==> src/rtl/aes_v2_sub_arbiter.sv <==
`default_nettype none
`timescale 1ns/1ps
//------------------------------------------------------------------------------
// Module  : aes_v2_sub_arbiter
// Purpose : Shares one external AES S-box between two requesters (port 0 =
//           SubBytes instruction path, port 1 = key-schedule path). Each
//           granted request performs four byte lookups, assembles a 32-bit
//           word and returns it with a one-cycle ready pulse.
// Revision: 1.0 - initial release
//
// Parameters
//   FIXED_PRIO : 1 = port 0 wins ties, 0 = round-robin between ports
//
// Ports
//   g_clk, g_resetn        : clock, synchronous active-low reset
//   reqN_valid             : request (held with inputs stable until reqN_ready)
//   reqN_din  [31:0]       : input word, byte i = din[8i+7:8i]
//   reqN_enc               : 1 = forward S-box, 0 = inverse
//   reqN_rot               : rotate the assembled result
//   reqN_ready             : one-cycle result-valid pulse
//   rd        [31:0]       : shared result word, valid while a ready is high
//   busy                   : a request is in progress (state != IDLE)
//   grant                  : id of the current or last granted port
//   sbox_in   [7:0]        : byte to the S-box (0 when no lookup is active)
//   sbox_inv               : inverse select to the S-box (!enc of granted port)
//   sbox_out  [7:0]        : combinational S-box result
//------------------------------------------------------------------------------
module aes_v2_sub_arbiter #(
  parameter int FIXED_PRIO = 0
) (
  input  logic        g_clk,
  input  logic        g_resetn,
  input  logic        req0_valid,
  input  logic [31:0] req0_din,
  input  logic        req0_enc,
  input  logic        req0_rot,
  output logic        req0_ready,
  input  logic        req1_valid,
  input  logic [31:0] req1_din,
  input  logic        req1_enc,
  input  logic        req1_rot,
  output logic        req1_ready,
  output logic [31:0] rd,
  output logic        busy,
  output logic        grant,
  output logic [7:0]  sbox_in,
  output logic        sbox_inv,
  input  logic [7:0]  sbox_out
);

  typedef enum logic [1:0] {
    ST_IDLE = 2'd0,
    ST_BUSY = 2'd1,
    ST_DONE = 2'd2
  } state_t;

  state_t      r_state;
  logic [1:0]  r_cnt;
  logic [7:0]  r_b0;
  logic [7:0]  r_b1;
  logic [7:0]  r_b2;
  logic [31:0] r_rd;
  logic        r_ready0;
  logic        r_ready1;
  logic        r_grant;
  logic        r_ptr;

  logic        w_any_valid;
  logic        w_winner;
  logic        w_sel;
  logic        w_sel_valid;
  logic [31:0] w_sel_din;
  logic        w_sel_enc;
  logic        w_sel_rot;
  logic        w_lookup;
  logic [1:0]  w_idx;

  assign w_any_valid = req0_valid | req1_valid;

  // Tie-break: pointer in round-robin mode, port 0 in fixed mode. With a single
  // valid the winner is simply that port (port 0 when neither is valid).
  always_comb begin
    w_winner = req1_valid;
    if (req0_valid && req1_valid) begin
      w_winner = (FIXED_PRIO != 0) ? 1'b0 : r_ptr;
    end
  end

  // In IDLE the lookup uses the port about to be granted; afterwards the
  // registered grant selects the port.
  assign w_sel       = (r_state == ST_IDLE) ? w_winner : r_grant;
  assign w_sel_valid = w_sel ? req1_valid : req0_valid;
  assign w_sel_din   = w_sel ? req1_din   : req0_din;
  assign w_sel_enc   = w_sel ? req1_enc   : req0_enc;
  assign w_sel_rot   = w_sel ? req1_rot   : req0_rot;

  // A withdrawn request in BUSY performs no lookup that cycle.
  assign w_lookup = ((r_state == ST_IDLE) || (r_state == ST_BUSY)) && w_sel_valid;
  assign w_idx    = (r_state == ST_BUSY) ? r_cnt : 2'd0;

  assign sbox_in  = w_lookup ? w_sel_din[{w_idx, 3'b000} +: 8] : 8'h00;
  assign sbox_inv = w_lookup ? ~w_sel_enc : 1'b0;

  always_ff @(posedge g_clk) begin
    if (!g_resetn) begin
      r_state  <= ST_IDLE;
      r_cnt    <= 2'd0;
      r_b0     <= 8'h00;
      r_b1     <= 8'h00;
      r_b2     <= 8'h00;
      r_rd     <= 32'h0;
      r_ready0 <= 1'b0;
      r_ready1 <= 1'b0;
      r_grant  <= 1'b0;
      r_ptr    <= 1'b0;
    end else begin
      r_ready0 <= 1'b0;
      r_ready1 <= 1'b0;
      case (r_state)
        ST_IDLE: begin
          if (w_any_valid) begin
            r_grant <= w_winner;
            r_b0    <= sbox_out;
            r_cnt   <= 2'd1;
            r_state <= ST_BUSY;
          end
        end
        ST_BUSY: begin
          if (!w_sel_valid) begin
            // Abort: no result, pointer and rd untouched.
            r_cnt   <= 2'd0;
            r_state <= ST_IDLE;
          end else begin
            case (r_cnt)
              2'd1:    r_b1 <= sbox_out;
              2'd2:    r_b2 <= sbox_out;
              default: ;
            endcase
            if (r_cnt == 2'd3) begin
              r_rd     <= w_sel_rot ? {r_b2, r_b1, r_b0, sbox_out}
                                    : {sbox_out, r_b2, r_b1, r_b0};
              r_ready0 <= ~r_grant;
              r_ready1 <= r_grant;
              r_state  <= ST_DONE;
            end
            r_cnt <= r_cnt + 2'd1;
          end
        end
        ST_DONE: begin
          r_ptr   <= ~r_grant;
          r_state <= ST_IDLE;
        end
        default: begin
          r_state <= ST_IDLE;
        end
      endcase
    end
  end

  assign req0_ready = r_ready0;
  assign req1_ready = r_ready1;
  assign rd         = r_rd;
  assign busy       = (r_state != ST_IDLE);
  assign grant      = r_grant;

endmodule
`default_nettype wire

==> config.mk <==
export PLATFORM = sky130hd
export DESIGN_NAME = aes_v2_sub_arbiter
export DESIGN_NICKNAME = d
export VERILOG_FILES = /design/src/rtl/aes_v2_sub_arbiter.sv
export SDC_FILE = /design/constraint.sdc
export NUM_CORES = 1
export LEC_CHECK = 0
export CAP_MARGIN = 20
export CORE_AREA = 2 2 88 90
export CTS_CLUSTER_DIAMETER = 30
export DETAILED_ROUTE_END_ITERATION = 12
export DIE_AREA = 0 0 90 92
export GPL_TIMING_DRIVEN = 1
export PLACE_DENSITY = 0.85
export SETUP_SLACK_MARGIN = 0.4
export SLEW_MARGIN = 20
export SYNTH_ARGS = -nofsm -noshare
export SYNTH_HDL_FRONTEND = slang
export SYNTH_SLANG_ARGS = --single-unit
==> constraint.sdc <==
create_clock -name g_clk -period 4.9 [get_ports g_clk]
set_input_delay 0.735 -clock g_clk [delete_from_list [all_inputs] [get_ports g_clk]]
set_output_delay 0.735 -clock g_clk [all_outputs]
set_load 0.02 [all_outputs]
==> flow_metrics.env <==
export IMPL_postCtsSetupRepairBufs=0
export IMPL_tns_ps=0
export IMPL_postSynthCellCount=411
export IMPL_rsz0062_at_grt="no"
export IMPL_synth_ff_type="dfxtp_1"
export IMPL_synth_top_area_share_pct=36.5
export IMPL_crit_chain="clkdlybuf4s50_1, and2b_1, o31a_1, mux2i_1, a2111oi_1, clkdlybuf4s50_1"
export IMPL_start_kind="input pin"
export IMPL_drc_errors=0
export IMPL_worst_path_buf_inv=2
export IMPL_port_buffers=124
export IMPL_num_fill_cells=613
export IMPL_switching_power_w=0.000334
export IMPL_start_util_pct=47.1
export IMPL_yosysUniqueCellTypes=46
export IMPL_post_place_ws_ps=702
export IMPL_track_usage_pct=25.9
export IMPL_clock_latency_ps=340
export IMPL_clockBufferDepth=2
export IMPL_clk_pin_slew_worst_paths_ps=70
export IMPL_grt_pass1_vias=3506
export IMPL_overflow=0
export IMPL_period_minus_slack_ps=4310
export IMPL_finalCritPeriodShare_pct=87.9
export IMPL_cts_max_level=3
export IMPL_cts_resized_gates=0
export IMPL_synth_seq_cells=64
export IMPL_mappedNetlistNets=494
export IMPL_first_pass_iters=5
export IMPL_netlist_top_cells_area="dfxtp_1 (37%), mux2i_1 (9.4%), o21ai_0 (9.4%)"
export IMPL_cpLargestDelayFamily="buffers and inverters"
export IMPL_synth_avg_cell_area_um2=8.54
export IMPL_yosysWarnings=0
export IMPL_multi_input_area_um2=2020
export IMPL_fin_nets=595
export IMPL_dieArea_um2=8280
export IMPL_worstSetupPathType="input pin to output port"
export IMPL_crit_fanout=9
export IMPL_crit_path_frequent_cell="clkdlybuf4s50_1"
export IMPL_drt_initial_drc_count=261
export IMPL_syn_cell_area_um2=3510
export IMPL_report_final_slew_viol_count=0
export IMPL_powerDensity_nw_per_um2=259
export IMPL_antenna_found_initial=0
export IMPL_drt_total_wl_mm=10.9
export IMPL_fin_skew_ps=9.66
export IMPL_area_growth_pct=40.3
export IMPL_fmax_mhz=232
export IMPL_clock_sinks=64
export IMPL_finalHoldViolCount=0
export IMPL_status="complete, no violations"
export IMPL_clkPwrFrac_pct=38.3
export IMPL_cts_tree="built"
export IMPL_maxCapViolCount=0
export IMPL_hold_path_class="flip-flop to flip-flop"
export IMPL_critPathArrivalTime_ps=3570
export IMPL_finalPower_w=0.00127
export IMPL_final_util_pct=66.1
export IMPL_wl_per_cell_um=17.6
export IMPL_relSlewSlack_pct=27.2
export IMPL_post_route_cells_drive_above_1_share_pct=6.19
export IMPL_vias=3679
export IMPL_yosys_area_top_type="dfxtp_1"
export IMPL_irDropWorstVdd_v=0.000204
export IMPL_fp_dieW_um=90
export IMPL_worstMarginPinSlew_ps=1090
export IMPL_routabilityCongestion=0.920
export IMPL_cp_required_ps=4160
export IMPL_cts_hold_fix_buffers=0
export IMPL_ant_nets=0
export IMPL_yosysSeqAreaShare_pct=36.5
export IMPL_worst_path_largest_cell_delay_ps=710
export IMPL_final_common_cell="clkdlybuf4s50_1"
export IMPL_setup_violations=0
export IMPL_synth_edf_count=0
export IMPL_grt_max_degree=67
export IMPL_dp_hpwl_mm=7.41
export IMPL_cp_end_kind="output port"
export IMPL_final_cell_mix="clkdlybuf4s50_1 (124), o21ai_0 (66), dfxtp_1 (64)"
export IMPL_worst_slack_ps=594
export IMPL_cts_made_buffers=9
export IMPL_n_antenna_cell=0
export IMPL_power_frac_seq_pct=42.8
export IMPL_power_internal_w=0.000939
export IMPL_grt_pass1_wl_mm=17.5
export IMPL_pin_count=125
export IMPL_via_per_inst=5.94
export IMPL_p_leak_nw=1.85
export IMPL_regArea_um2=1280
export IMPL_core_um2=7450
export IMPL_swShare_pct=26.3
export IMPL_async_reset_ff_share_pct=0
export IMPL_cts_root_buf="clkbuf_8"
export IMPL_dieHeight_um=92
export IMPL_rows=32
export IMPL_comb_power_share_pct=19.0
export IMPL_slowest_stage="clkdlybuf4s50_1"
## tightest hold or removal path, delay by kind of cell (launching register included)
| family | cells | cell delay, ps |
|---|---|---|
| AO/OA/AOI/OAI | 1 | 60 |
| AND/OR/NAND/NOR | 1 | 50 |
| flip-flops | 1 | 330 |
## stage by stage
stage | area, µm² | instances | hold WS, ps
global route | 4920 | 619 | 507
detailed placement | 4700 | 603 | 470
CTS | 4910 | 619 | 486
global placement | 4700 | 603 | 464
floorplan | 3510 | 411 | 453
finish | 4920 | 619 | 488
## layout make-up
cell class	count	share of cell area, %
tap	102	2.59
timing repair buffer	127	25.7
clock buffer	10	2.59
multi-input combinational	306	41.1
inverter	4	0.305
clock inverter	6	1.70
sequential	64	26.0
## registers in the layout, summed over array words and instances, names as in the netlist
signal / count
r_ptr: 1
r_b0: 8
r_state: 2
r_cnt: 2
req1_ready: 1
grant: 1
rd: 32
req0_ready: 1
r_b2: 8
r_b1: 8
## synth_stat cells, types with 2 or more instances
cell type / number
a2111oi_1: 8
a211oi_1: 16
a21boi_0: 8
a31oi_1: 32
and2_1: 19
and3_1: 3
buf_1: 2
buf_2: 10
buf_6: 5
clkbuf_1: 17
dfxtp_1: 64
ha_1: 3
inv_1: 3
mux2i_1: 33
nand2_1: 28
nand2b_1: 2
nand3_1: 41
nand3_2: 2
nor2_1: 3
nor2b_1: 19
o211a_1: 2
o21ai_0: 66
o21ai_1: 2
## cells by family (layout without fill, tap and decap cells)
family,after synthesis,in the layout,synth area share [%]
AO/OA/AOI/OAI,145,145,26.9
adder cells (fa/ha/maj),3,3,1.07
buffers and inverters,41,147,6.28
flip-flops,64,64,36.5
multiplexers,34,34,9.84
AND/OR/NAND/NOR,124,124,19.4
## metal layers
metal	share of wire, %	global-route usage, %
met1	41	31.8
met2	50	45.4
met3	6.9	5.18
met4	2.0	8.59
met5	0	0
## worst paths after layout
check                                start         end  slack, ps  depth (start not counted)
worst max-delay path            req0_valid  sbox_in[6]        590                          6
worst min-delay path               r_b0[2]     r_b0[2]        490                          2
worst min register to register     r_b0[2]     r_b0[2]        490                          2
worst max register to register       grant      rd[11]       2300                          4
## power groups by stage
stage,Combinational (W),Clock (W),Sequential (W)
finish,0.000241,0.000487,0.000545
detailed placement,0.000237,0,0.000556
floorplan,0.000134,0,0.000549
global placement,0.000232,0,0.000555
CTS,0.000239,0.000490,0.000544
global route,0.000258,0.000521,0.000545
Power figures use the tool's default switching activity.
